$ cat config.mk
export PLATFORM = sky130hd
export DESIGN_NAME = sreg_out_ctrl_flat
export DESIGN_NICKNAME = d
export VERILOG_FILES = /design/src/rtl/sreg_out_ctrl_if.sv /design/src/rtl/sreg_out_ctrl.sv /design/src/flat_wrapper.sv
export SDC_FILE = /design/constraint.sdc
export NUM_CORES = 1
export LEC_CHECK = 0
export BUFFER_PORTS_ARGS = -buffer_cell sky130_fd_sc_hd__buf_4
export CAP_MARGIN = 20
export CORE_MARGIN = 2
export CORE_UTILIZATION = 54
export CTS_BUF_LIST = sky130_fd_sc_hd__clkbuf_4 sky130_fd_sc_hd__clkbuf_8
export CTS_CLUSTER_SIZE = 10
export DETAILED_ROUTE_END_ITERATION = 10
export GPL_TIMING_DRIVEN = 0
export PLACE_DENSITY = 0.78
export SKIP_LAST_GASP = 1
export SLEW_MARGIN = 20
export SYNTH_ARGS = -nofsm -noshare
export SYNTH_HDL_FRONTEND = slang
export SYNTH_SLANG_ARGS = --single-unit
$ cat constraint.sdc
create_clock -name clock -period 2.7 [get_ports clock]
set_input_delay 0.54 -clock clock [delete_from_list [all_inputs] [get_ports clock]]
set_output_delay 0.54 -clock clock [all_outputs]
set_load 0.01 [all_outputs]
$ cat src/rtl/sreg_out_ctrl_if.sv
// sreg_out_ctrl bus: start qualifiers in, datapath
// control and shift-register strobes out.
interface sreg_out_ctrl_if;
  logic        enable;
  logic        fifo_not_empty;
  logic [2:0]  cs_addr;
  logic        sclk_en;
  logic        latch;
  logic        busy;
  logic        word_done;
  logic [15:0] word_count;

  modport master (
    input  enable,
    input  fifo_not_empty,
    output cs_addr,
    output sclk_en,
    output latch,
    output busy,
    output word_done,
    output word_count
  );

  modport slave (
    output enable,
    output fifo_not_empty,
    input  cs_addr,
    input  sclk_en,
    input  latch,
    input  busy,
    input  word_done,
    input  word_count
  );
endinterface

$ cat src/rtl/sreg_out_ctrl.sv
// Shift-register output sequencer: load a word from the
// datapath FIFO, shift it out, latch it, then idle a gap.
module sreg_out_ctrl #(
  parameter int WORD_BITS    = 32,
  parameter int GAP_CYCLES   = 2,
  parameter int LATCH_CYCLES = 1
) (
  input  logic clock,
  input  logic reset_n,
  sreg_out_ctrl_if.master bus
);

  if (WORD_BITS < 1 || WORD_BITS > 32) begin : g_bad_wb
    $error("sreg_out_ctrl: WORD_BITS must be 1..32");
  end
  if (GAP_CYCLES < 0 || GAP_CYCLES > 15) begin : g_bad_gap
    $error("sreg_out_ctrl: GAP_CYCLES must be 0..15");
  end
  if (LATCH_CYCLES < 1 || LATCH_CYCLES > 4) begin : g_bad_lat
    $error("sreg_out_ctrl: LATCH_CYCLES must be 1..4");
  end

  localparam logic [5:0] BIT_LAST = 6'(WORD_BITS - 1);
  localparam logic [3:0] LAT_LAST = 4'(LATCH_CYCLES - 1);
  localparam logic [3:0] GAP_LAST = 4'(GAP_CYCLES - 1);
  localparam bit         NO_GAP   = (GAP_CYCLES == 0);

  localparam logic [2:0] CS_HOLD  = 3'b000;
  localparam logic [2:0] CS_LOAD  = 3'b001;
  localparam logic [2:0] CS_SHIFT = 3'b010;

  typedef enum logic [2:0] {
    S_IDLE,
    S_LOAD,
    S_SHIFT,
    S_LATCH,
    S_GAP
  } state_t;

  state_t      state_q, state_d;
  logic [5:0]  bit_q, bit_d;
  logic [3:0]  cnt_q, cnt_d;
  logic [15:0] wc_q;
  logic        wc_inc;
  logic        go;

  logic [2:0]  cs_o;
  logic        sclk_o;
  logic        latch_o;
  logic        busy_o;
  logic        done_o;

  assign go = bus.enable && bus.fifo_not_empty;

  // State and counter registers
  always_ff @(posedge clock) begin
    if (!reset_n) begin
      state_q <= S_IDLE;
      bit_q   <= '0;
      cnt_q   <= '0;
    end else begin
      state_q <= state_d;
      bit_q   <= bit_d;
      cnt_q   <= cnt_d;
    end
  end

  // Completed-word counter, wraps naturally at 16 bits
  always_ff @(posedge clock) begin
    if (!reset_n) begin
      wc_q <= '0;
    end else if (wc_inc) begin
      wc_q <= wc_q + 16'd1;
    end
  end

  // Next state; start qualifiers only looked at in IDLE
  // and at the end of the word
  always_comb begin
    state_d = state_q;
    bit_d   = bit_q;
    cnt_d   = cnt_q;
    wc_inc  = 1'b0;
    unique case (state_q)
      S_IDLE: begin
        if (go) state_d = S_LOAD;
      end
      S_LOAD: begin
        state_d = S_SHIFT;
        bit_d   = '0;
      end
      S_SHIFT: begin
        if (bit_q == BIT_LAST) begin
          state_d = S_LATCH;
          cnt_d   = '0;
        end else begin
          bit_d = bit_q + 6'd1;
        end
      end
      S_LATCH: begin
        if (cnt_q == LAT_LAST) begin
          wc_inc = 1'b1;
          cnt_d  = '0;
          if (NO_GAP) begin
            state_d = go ? S_LOAD : S_IDLE;
          end else begin
            state_d = S_GAP;
          end
        end else begin
          cnt_d = cnt_q + 4'd1;
        end
      end
      S_GAP: begin
        if (cnt_q == GAP_LAST) begin
          state_d = go ? S_LOAD : S_IDLE;
          cnt_d   = '0;
        end else begin
          cnt_d = cnt_q + 4'd1;
        end
      end
      default: begin
        state_d = S_IDLE;
      end
    endcase
  end

  // Outputs decoded from state and counters only
  always_comb begin
    cs_o    = CS_HOLD;
    sclk_o  = 1'b0;
    latch_o = 1'b0;
    busy_o  = 1'b1;
    done_o  = 1'b0;
    unique case (1'b1)
      (state_q == S_IDLE): begin
        busy_o = 1'b0;
      end
      (state_q == S_LOAD): begin
        cs_o = CS_LOAD;
      end
      (state_q == S_SHIFT): begin
        cs_o   = CS_SHIFT;
        sclk_o = 1'b1;
      end
      (state_q == S_LATCH): begin
        latch_o = 1'b1;
        done_o  = (cnt_q == LAT_LAST);
      end
      default: begin
      end
    endcase
  end

  assign bus.cs_addr    = cs_o;
  assign bus.sclk_en    = sclk_o;
  assign bus.latch      = latch_o;
  assign bus.busy       = busy_o;
  assign bus.word_done  = done_o;
  assign bus.word_count = wc_q;

endmodule

$ cat src/flat_wrapper.sv
// flat-port wrapper written by rule: the top's interface ports become plain ports
module sreg_out_ctrl_flat 
#(
  parameter int WORD_BITS    = 32,
  parameter int GAP_CYCLES   = 2,
  parameter int LATCH_CYCLES = 1
)
  (clock, reset_n, bus_enable, bus_fifo_not_empty, bus_cs_addr, bus_sclk_en, bus_latch, bus_busy, bus_word_done, bus_word_count);
  sreg_out_ctrl_if bus_i ();
  input  logic clock;
  input  logic reset_n;
  input wire logic [$bits(bus_i.enable)-1:0] bus_enable;
  input wire logic [$bits(bus_i.fifo_not_empty)-1:0] bus_fifo_not_empty;
  output wire logic [$bits(bus_i.cs_addr)-1:0] bus_cs_addr;
  output wire logic [$bits(bus_i.sclk_en)-1:0] bus_sclk_en;
  output wire logic [$bits(bus_i.latch)-1:0] bus_latch;
  output wire logic [$bits(bus_i.busy)-1:0] bus_busy;
  output wire logic [$bits(bus_i.word_done)-1:0] bus_word_done;
  output wire logic [$bits(bus_i.word_count)-1:0] bus_word_count;
  assign bus_i.enable = bus_enable;
  assign bus_i.fifo_not_empty = bus_fifo_not_empty;
  assign bus_cs_addr = bus_i.cs_addr;
  assign bus_sclk_en = bus_i.sclk_en;
  assign bus_latch = bus_i.latch;
  assign bus_busy = bus_i.busy;
  assign bus_word_done = bus_i.word_done;
  assign bus_word_count = bus_i.word_count;
  sreg_out_ctrl #(.WORD_BITS(WORD_BITS), .GAP_CYCLES(GAP_CYCLES), .LATCH_CYCLES(LATCH_CYCLES)) u_core (.clock(clock), .reset_n(reset_n), .bus(bus_i));
endmodule
==> results of run 1 <==
==> sequential cells by signal, summed over array words and instances (netlist names) <==
name / cells
u_core.bit_q: 6
u_core.bus.word_count: 16
u_core.state_q: 3
u_core.cnt_q: 4
==> layout make-up <==
type	instances	area (µm²)	share of cell area (%)
Multi-Input combinational cell	131	822	46.6
Tap cell	30	37.5	2.13
Timing Repair Buffer	25	188	10.6
Sequential cell	29	581	32.9
Inverter	11	41.3	2.34
Buffer	7	36.3	2.06
Clock buffer	7	58.8	3.33
==> tightest hold or removal path, stage by stage, from the launching register on <==
cell	delay (ns)
dfxtp_1	0.33
o31ai_1	0.06
a21oi_1	0.05
==> cell usage in the layout (no fill, tap or decap), types with 2 or more instances in the layout <==
master	count
a211oi_1	2
a21oi_1	8
and3_1	4
buf_2	2
buf_4	27
clkbuf_1	3
clkbuf_4	6
dfxtp_1	29
ha_1	6
inv_1	11
nand2_1	7
nand2b_1	2
nand3_1	12
nand4_1	4
nor2_1	23
nor3_1	3
nor3b_1	2
nor4_1	4
o2111ai_1	2
o211ai_1	4
o21ai_0	8
o22ai_1	2
o31ai_1	3
or2_2	2
or3_1	5
or4_1	4
xnor2_1	9
xor2_1	4
==> stage by stage <==
step                utilization, %  total power [µW]
detailed placement            67.0               488
floorplan                        -               470
CTS                           69.3               758
global route                  69.3               784
finish                        69.3               753
global placement              67.0               487
==> power breakdown <==
part,switching (µW),internal [µW],total [µW]
combinational,27.1,18.8,45.9
sequential,2.08,430,432
clock,141,133,274
==> logic make-up (layout without fill, tap and decap cells) <==
family                     count (synthesis)  in the layout  share of synthesized area [%]
buffers and inverters                     18             50                           5.24
DFF                                       29             29                           39.2
AOI/OAI and AO/OA                         32             32                           13.6
other                                      1              1                          0.253
and+or+nand+nor                           79             79                           28.9
xor gates and xnor gates                  13             13                           7.69
adders and majority gates                  6              6                           5.07
==> how the worst max path moves through the flow <==
stage	to	depth (start not counted)
floorplan	u_core.bus.word_count[15]	7
global placement	u_core.bus.word_count[15]	7
detailed placement	u_core.bus.word_count[15]	7
CTS	u_core.bus.word_count[15]	7
global route	u_core.bus.word_count[15]	7
finish	u_core.bus.word_count[15]	7
==> per-layer routing <==
layer | GRT usage (%) | routed length [µm] | part of all wire [%] | vias to the layer above
met3 | 4.38 | 137 | 4.4 | 6
li1 | - | - | - | 695
met2 | 35.8 | 1480 | 48 | 35
met1 | 26.7 | 1440 | 46 | 629
met5 | 0 | 0 | 0 | -
met4 | 9.86 | 51 | 1.6 | 0
==> results.yml, run 1 <==
global_route:
  via_count_of_the_first_global_routing_pass: 1273
  grt_first_pass_wirelength_um: 5530
  grt_antenna_before_repair: 0
  grt_start_max_net_pins: 11
  global_route_congestion_overflow_total: 0
  grt_util_all_layers_pct: 21.5
synthesis:
  synth_common_cells: "29 x dfxtp_1, 23 x nor2_1, 12 x nand3_1, 11 x inv_1, 9 x xnor2_1"
  post-synth-top-area-fraction_pct: 39.2
  ys_dominant_reg_cell: "dfxtp_1"
  synthCells: 178
  synth_area_um2: 1480
  synth_seq_cells: 29
  synth_cell_types: 38
  netlist_top_cells_area: "dfxtp_1 39%, nor2_1 5.8%, xnor2_1 5.3%"
  synth_warnings: 0
  yosysMostFrequentCell: "dfxtp_1"
  synthArstFlopShare_pct: 0
  synth_top_area_cell: "dfxtp_1"
  synth_seq_area_share_pct: 39.2
  synth_edf_count: 0
  synthesis.area_per_instance_um2: 8.32
  synth.net_count: 188
detailed_routing:
  route.detailed.drc: 0
  ant_nets: 0
  drt_first_pass_iters: 4
  dr_total_vias: 1365
  routed_wirelength_um: 3110
  routed_via_density: 5.69
  drt-wirelength-per-cell_um: 13.0
  dr.first_iter.drc_count: 31
worst_setup_path:
  cp-startpoint: "u_core.cnt_q[0]"
  worst_r2r_startpoint: "u_core.cnt_q[0]"
  cpMostUsedCell: "or4_1"
  worst_path_max_delay_cell: "or4_1"
  slowest_delay_ns: 0.51
  worst-r2r-setup-slack_ns: 0.26
  critPathTopFamily: "simple AND/OR/NAND/NOR gates"
  critical_path.reg2reg.endpoint: "u_core.bus.word_count[15]"
  worstPathRequired_ns: 2.94
  worst_setup_path_start_kind: "register"
  crit_path_end_kind: "register"
  critical_path_arrival_ns: 2.68
  timing.critical_path.buf_inv: 2
  critical_path.max_fanout: 9
  worst_r2r_path_depth: 7
  crit_chain: "inv_1 > ha_1 > or3b_4 > or4_1 > buf_2 > or4_1 > a21oi_1"
  critical_path_class: "reg -> reg"
die:
  boundary_pins: 27
  die_x_um: 56.4
  initial_core_util_pct: 58.2
  std_cell_rows: 18
  floorplan.die.height_um: 56.4
  core_area_um2: 2540
  floorplan_die_area_um2: 3180
sta:
  relSlewSlack_pct: 61.6
  setup_violations: 0
  layout_min_cycle_time_ns: 2.44
  timing.final.crit_share_pct: 90.3
  grt_setup_unrepaired: "false"
  max_freq_ghz: 0.410
  fin_tns_setup_ns: 0
  holdWs_ns: 0.483
  timing.final.ws_setup_ns: 0.263
  drv_slew: 0
  timing_worst_slew_pin_value_ns: 0.574
  clock-skew-final_ns: 0.00439
  timing.final.hold_violations: 0
min_path:
  min-delay-path-class: "reg -> reg"
  min-delay-start: "u_core.bus.word_count[15]"
  min_path_cells: 2
  worst_hold_path.endpoint: "u_core.bus.word_count[15]"
clocking:
  htree_num_levels: 2
  cts.hold.buffers_added: 0
  cts.clk_slew.worst_paths_ns: 0.09
  worst_skew_pair.late_latency_ns: 0.31
  cts_setup_buffers: 0
  numClockSinks: 29
  clock_tree_from_tritoncts: "yes"
  cts_inserted_buffers: 5
  cts.repair.resized: 0
  cts-root-to-sink-buffers: 2
  clockRootBuffer: "clkbuf_4"
cells_and_area:
  areaGrowthSynthToFinish_pct: 19.2
  drive_above_1_share_pct: 19.5
  insertedDiodeCount: 0
  fillCellCount: 199
  final_net_count: 220
  post_layout_nonfiller_instances: 240
  fin_area_um2: 1760
place:
  dpl-instance-area_um2: 1710
  placement.io_buffers: 25
  detailed_place_hpwl_um: 2260
  finalWeightedCongestion: 0.866
  placement.setup.worst_slack_ns: 0.288
  post-place-cells: 233
flow_run:
  max_cap_violations: 0
pwr:
  power.ir.vdd_worst_uv: 323
  p_leak_uw: 0.000689
  p_per_area_nw_per_um2: 427
status:
  outcome: "finished clean"
Power figures use the tool's default switching activity.
==> inputs of run 2 (changes only) <==
--- a/config.mk
+++ b/config.mk
@@ -14,6 +14,7 @@
 export DETAILED_ROUTE_END_ITERATION = 10
 export GPL_TIMING_DRIVEN = 0
 export PLACE_DENSITY = 0.78
+export RECOVER_POWER = 50
 export SKIP_LAST_GASP = 1
 export SLEW_MARGIN = 20
 export SYNTH_ARGS = -nofsm -noshare
==> run 2 against run 1 <==
  * Non-clock buffer count unchanged
  * Routed wire length increased by 0.97%
  * Sequential cell count unchanged
  * Clock-buffer cell count unchanged
  * Global-route usage unchanged
  * Utilization decreased by 2.5 points
==> results.yml, run 2 (same netlist as run 1, synthesis figures left out) <==
sta:
  clock-skew-final_ns: 0.00465
  max_freq_ghz: 0.404
  drv_slew: 0
  timing_worst_slew_pin_value_ns: 0.591
  grt_setup_unrepaired: "false"
  setup_violations: 0
  timing.final.crit_share_pct: 91.7
  layout_min_cycle_time_ns: 2.48
  timing.final.hold_violations: 0
  relSlewSlack_pct: 60.4
  fin_tns_setup_ns: 0
place:
  dpl-instance-area_um2: 1710
  finalWeightedCongestion: 0.866
  placement.io_buffers: 25
  detailed_place_hpwl_um: 2260
worst_setup_path:
  worst_setup_path_start_kind: "register"
  critical_path.max_fanout: 9
  cp-startpoint: "u_core.cnt_q[0]"
  critical_path_class: "reg -> reg"
  worstPathRequired_ns: 2.94
  critical_path.reg2reg.endpoint: "u_core.bus.word_count[15]"
  worst_r2r_path_depth: 7
  worst_r2r_startpoint: "u_core.cnt_q[0]"
  crit_path_end_kind: "register"
  worstSetupEndpoint: "u_core.bus.word_count[15]"
  critical_path_arrival_ns: 2.72
  worst-r2r-setup-slack_ns: 0.22
clocking:
  cts.hold.buffers_added: 0
  cts_inserted_buffers: 5
  clock_tree_from_tritoncts: "yes"
  cts_setup_buffers: 0
  numClockSinks: 29
  cts.clk_slew.worst_paths_ns: 0.09
  cts.repair.resized: 0
  clockRootBuffer: "clkbuf_4"
  htree_num_levels: 2
  worst_skew_pair.late_latency_ns: 0.31
  cts-root-to-sink-buffers: 2
status:
  outcome: "finished clean"
pwr:
  p_leak_uw: 0.000625
  p_per_area_nw_per_um2: 443
  pwr-share-clk_pct: 36.6
  totalPowerFinal_uw: 754
  share_seq_of_total_power_pct: 57.3
  net-switching-power_uw: 172
  combinationalPowerShare_pct: 6.1
  power.ir.vdd_worst_uv: 321
  switching_share_pct: 22.9
  p_int_uw: 582
global_route:
  grt_antenna_before_repair: 0
  grt_util_all_layers_pct: 21.5
  grt_start_max_net_pins: 11
  global_route_congestion_overflow_total: 0
  via_count_of_the_first_global_routing_pass: 1273
  grt_first_pass_wirelength_um: 5530
cells_and_area:
  layout.cells.most_common_list: "29 x dfxtp_1, 23 x nor2_1, 19 x clkbuf_1"
  areaGrowthSynthToFinish_pct: 15.0
  insertedDiodeCount: 0
  drive_above_1_share_pct: 11.4
  fillCellCount: 219
  flip_flop_count_of_the_largest_register_all_copies_and_words_added: 16
  fin_area_um2: 1700
  layout.cells.most_common: "dfxtp_1"
  final_net_count: 220
die:
  std_cell_rows: 18
  floorplan.die.height_um: 56.4
  floorplan_die_area_um2: 3180
  boundary_pins: 27
  initial_core_util_pct: 58.2
  core_area_um2: 2540
  die_x_um: 56.4
detailed_routing:
  drt_first_pass_iters: 4
  ant_nets: 0
  routed_wirelength_um: 3140
  routed_via_density: 5.67
  dr_total_vias: 1360
  route.detailed.drc: 0
  dr.first_iter.drc_count: 23
  drt-wirelength-per-cell_um: 13.1
min_path:
  min-delay-path-class: "reg -> reg"
flow_run:
  max_cap_violations: 0
[run 2: changes by cell type in the layout (fill, tap and decap cells not counted), sizes merged]
cell,before,now
buf,29,13
clkbuf,10,26
[run 2: layer usage]
metal	part of all wire, %	GRT usage (%)	up-vias
met4	1.2	9.86	0
met1	47	26.7	626
met3	4.2	4.38	4
li1	-	-	696
met2	48	35.8	34
met5	0	0	-
[run 2: metrics by stage]
stage                     util, %  worst slack, ns  cells  hold WS [ns]
after global routing         66.9           0.0653    240         0.491
final                        66.9            0.224    240         0.482
after CTS                    69.3            0.259    240         0.487
after global placement       67.0            0.302    233         0.466
after floorplan                 -            0.409    178         0.469
after detailed placement     67.0            0.288    233         0.473
[run 2: power by group through the flow]
stage / Sequential, µW / Clock (µW) / Combinational [µW]
global route: 433 / 300 / 50.3
finish: 432 / 276 / 45.8
floorplan: 442 / 0 / 28.2
detailed placement: 442 / 0 / 45.8
global placement: 442 / 0 / 44.9
CTS: 432 / 280 / 46.0
[run 2: critical path, cell delays in order (launching register included)]
cell and delay [ns]:
dfxtp_1 0.37, inv_1 0.10, ha_1 0.18, or3b_1 0.44, or4_1 0.53, buf_2 0.18
or4_1 0.47, a21oi_1 0.14
[run 2: final cells by class]
type / count / area, µm² / share of cell area [%]
inverters: 11 / 41.3 / 2.43
multi-input cells: 131 / 820 / 48.2
well taps: 30 / 37.5 / 2.21
repair buffers: 25 / 128 / 7.50
flip-flops and latches: 29 / 581 / 34.1
clock buffers: 7 / 58.8 / 3.46
plain buffers: 7 / 36.3 / 2.13
[run 2: how the worst min path moves through the flow]
stage	depth (start not counted)	to	startpoint
after detailed placement	2	u_core.bus.word_count[15]	u_core.bus.word_count[15]
after global routing	2	u_core.bit_q[0]	reset_n
after global placement	2	u_core.bus.word_count[15]	u_core.bus.word_count[15]
after CTS	2	u_core.bus.word_count[15]	u_core.bus.word_count[15]
after floorplan	2	u_core.bit_q[1]	u_core.bit_q[1]
final	2	u_core.bus.word_count[15]	u_core.bus.word_count[15]
==> inputs of run 3 (changes only) <==
--- a/config.mk
+++ b/config.mk
@@ -8,12 +8,11 @@
 export BUFFER_PORTS_ARGS = -buffer_cell sky130_fd_sc_hd__buf_4
 export CAP_MARGIN = 20
 export CORE_MARGIN = 2
-export CORE_UTILIZATION = 54
+export CORE_UTILIZATION = 38
 export CTS_BUF_LIST = sky130_fd_sc_hd__clkbuf_4 sky130_fd_sc_hd__clkbuf_8
 export CTS_CLUSTER_SIZE = 10
 export DETAILED_ROUTE_END_ITERATION = 10
 export GPL_TIMING_DRIVEN = 0
-export PLACE_DENSITY = 0.78
 export RECOVER_POWER = 50
 export SKIP_LAST_GASP = 1
 export SLEW_MARGIN = 20
==> run 3 against run 2 <==
  * Combinational power increased by 1%
  * First-iteration DRC count grew to 3.2 times the previous value
  * Utilization down 20 points
  * Non-clock buffer count unchanged
  * Register-to-register slack about the same
  * Routed wire length up 1.4%
  * Critical path depth did not move
  * Clock-buffer cell count did not move
  * Cell count up 7.5%
  * Global-route usage is 5.9 points lower
  * Critical endpoint unchanged
  * Highest routed layer unchanged
==> results.yml, run 3 (same netlist as run 1, synthesis figures left out) <==
detailed_routing:
  dr.first_iter.drc_count: 74
  routed_via_density: 5.20
  routed_wirelength_um: 3180
  dr_total_vias: 1341
  drt_first_pass_iters: 4
  ant_nets: 0
  route.detailed.drc: 0
  drt-wirelength-per-cell_um: 12.3
worst_setup_path:
  worstSetupEndpoint: "u_core.bus.word_count[15]"
  crit_path_end_kind: "register"
  worst_r2r_path_depth: 7
  critical_path.max_fanout: 9
  worstPathRequired_ns: 2.90
  critical_path_class: "reg -> reg"
  worst_r2r_startpoint: "u_core.cnt_q[0]"
  worst_setup_path_start_kind: "register"
  worst-r2r-setup-slack_ns: 0.23
  critical_path_arrival_ns: 2.67
  critical_path.reg2reg.endpoint: "u_core.bus.word_count[15]"
  cp-startpoint: "u_core.cnt_q[0]"
die:
  core_area_um2: 3720
  floorplan.die.height_um: 66.4
  die_x_um: 66.4
  floorplan_die_area_um2: 4410
  initial_core_util_pct: 39.8
  boundary_pins: 27
  std_cell_rows: 22
clocking:
  clock_tree_from_tritoncts: "yes"
  cts-root-to-sink-buffers: 2
  htree_num_levels: 2
  cts_inserted_buffers: 5
  cts.repair.resized: 0
  cts.clk_slew.worst_paths_ns: 0.06
  clockRootBuffer: "clkbuf_8"
  worst_skew_pair.late_latency_ns: 0.27
  cts_setup_buffers: 0
  numClockSinks: 29
  cts.hold.buffers_added: 0
flow_run:
  max_cap_violations: 0
sta:
  timing_worst_slew_pin_value_ns: 0.570
  holdWs_ns: 0.485
  setup_violations: 0
  timing.final.ws_setup_ns: 0.231
  timing.final.crit_share_pct: 91.4
  grt_setup_unrepaired: "false"
  max_freq_ghz: 0.405
  relSlewSlack_pct: 61.8
  timing.final.hold_violations: 0
  clock-skew-final_ns: 0.00337
  layout_min_cycle_time_ns: 2.47
  fin_tns_setup_ns: 0
  drv_slew: 0
pwr:
  p_per_area_nw_per_um2: 481
  p_leak_uw: 0.000638
  power.ir.vdd_worst_uv: 246
cells_and_area:
  finish.utilization_pct: 47.2
  flip_flop_count_of_the_largest_register_all_copies_and_words_added: 16
  multiInputGateArea_um2: 820
  final_net_count: 220
  fin_area_um2: 1760
  layout.cells.most_common: "dfxtp_1"
  insertedDiodeCount: 0
  layout.cells.most_common_list: "29 x dfxtp_1, 23 x nor2_1, 19 x clkbuf_1"
  areaGrowthSynthToFinish_pct: 18.6
  drive_above_1_share_pct: 11.4
  regArea_um2: 581
  fillCellCount: 398
global_route:
  grt_util_all_layers_pct: 15.7
  grt_first_pass_wirelength_um: 5280
  grt_antenna_before_repair: 0
  grt_start_max_net_pins: 11
  global_route_congestion_overflow_total: 0
  via_count_of_the_first_global_routing_pass: 1224
status:
  outcome: "finished clean"
place:
  finalWeightedCongestion: 0.824
  dpl-instance-area_um2: 1730
  placement.setup.worst_slack_ns: 0.286
  placement.io_buffers: 25
  detailed_place_hpwl_um: 2320
min_path:
  min-delay-path-class: "reg -> reg"
[run 3: final cells by class]
class | count | area share, %
Sequential cell | 29 | 33.1
Tap cell | 48 | 3.42
Inverter | 11 | 2.35
Buffer | 7 | 2.07
Multi-Input combinational cell | 131 | 46.7
Timing Repair Buffer | 25 | 7.27
Clock buffer | 7 | 5.13
[run 3: metal layers]
metal | GRT usage [%] | part of all wire, % | vias up
met3 | 5.79 | 4.2 | 6
met2 | 25.5 | 45 | 21
met1 | 18.8 | 49 | 625
met5 | 0 | 0 | -
met4 | 5.61 | 1.2 | 0
li1 | - | - | 689
[run 3: how the worst min path moves through the flow]
stage / from / end / slack [ns] / cells past startpoint
finish: u_core.bus.word_count[15] / u_core.bus.word_count[15] / 0.49 / 2
CTS: u_core.bus.word_count[15] / u_core.bus.word_count[15] / 0.49 / 2
detailed placement: u_core.bus.word_count[15] / u_core.bus.word_count[15] / 0.48 / 2
floorplan: u_core.bit_q[1] / u_core.bit_q[1] / 0.47 / 2
global route: u_core.bus.word_count[15] / u_core.bus.word_count[15] / 0.52 / 2
global placement: u_core.bus.word_count[15] / u_core.bus.word_count[15] / 0.46 / 2
[run 3: power breakdown]
group	leakage (µW)	switching [µW]	total (µW)	internal, µW
Sequential	0.000234	2.12	433	431
Clock	0.0000477	154	365	212
Combinational	0.000356	27.8	46.4	18.5
[run 3: per-stage QoR]
step | cells | power [µW]
floorplan | 178 | 470
CTS | 258 | 860
global route | 258 | 883
global placement | 251 | 488
finish | 258 | 845
detailed placement | 251 | 489
[run 3: worst max-delay path, stage by stage, from the launching register on]
cell and delay [ns]:
dfxtp_1 0.35, inv_1 0.10, ha_1 0.18, or3b_1 0.44, or4_1 0.53, buf_2 0.18
or4_1 0.48, a21oi_1 0.14
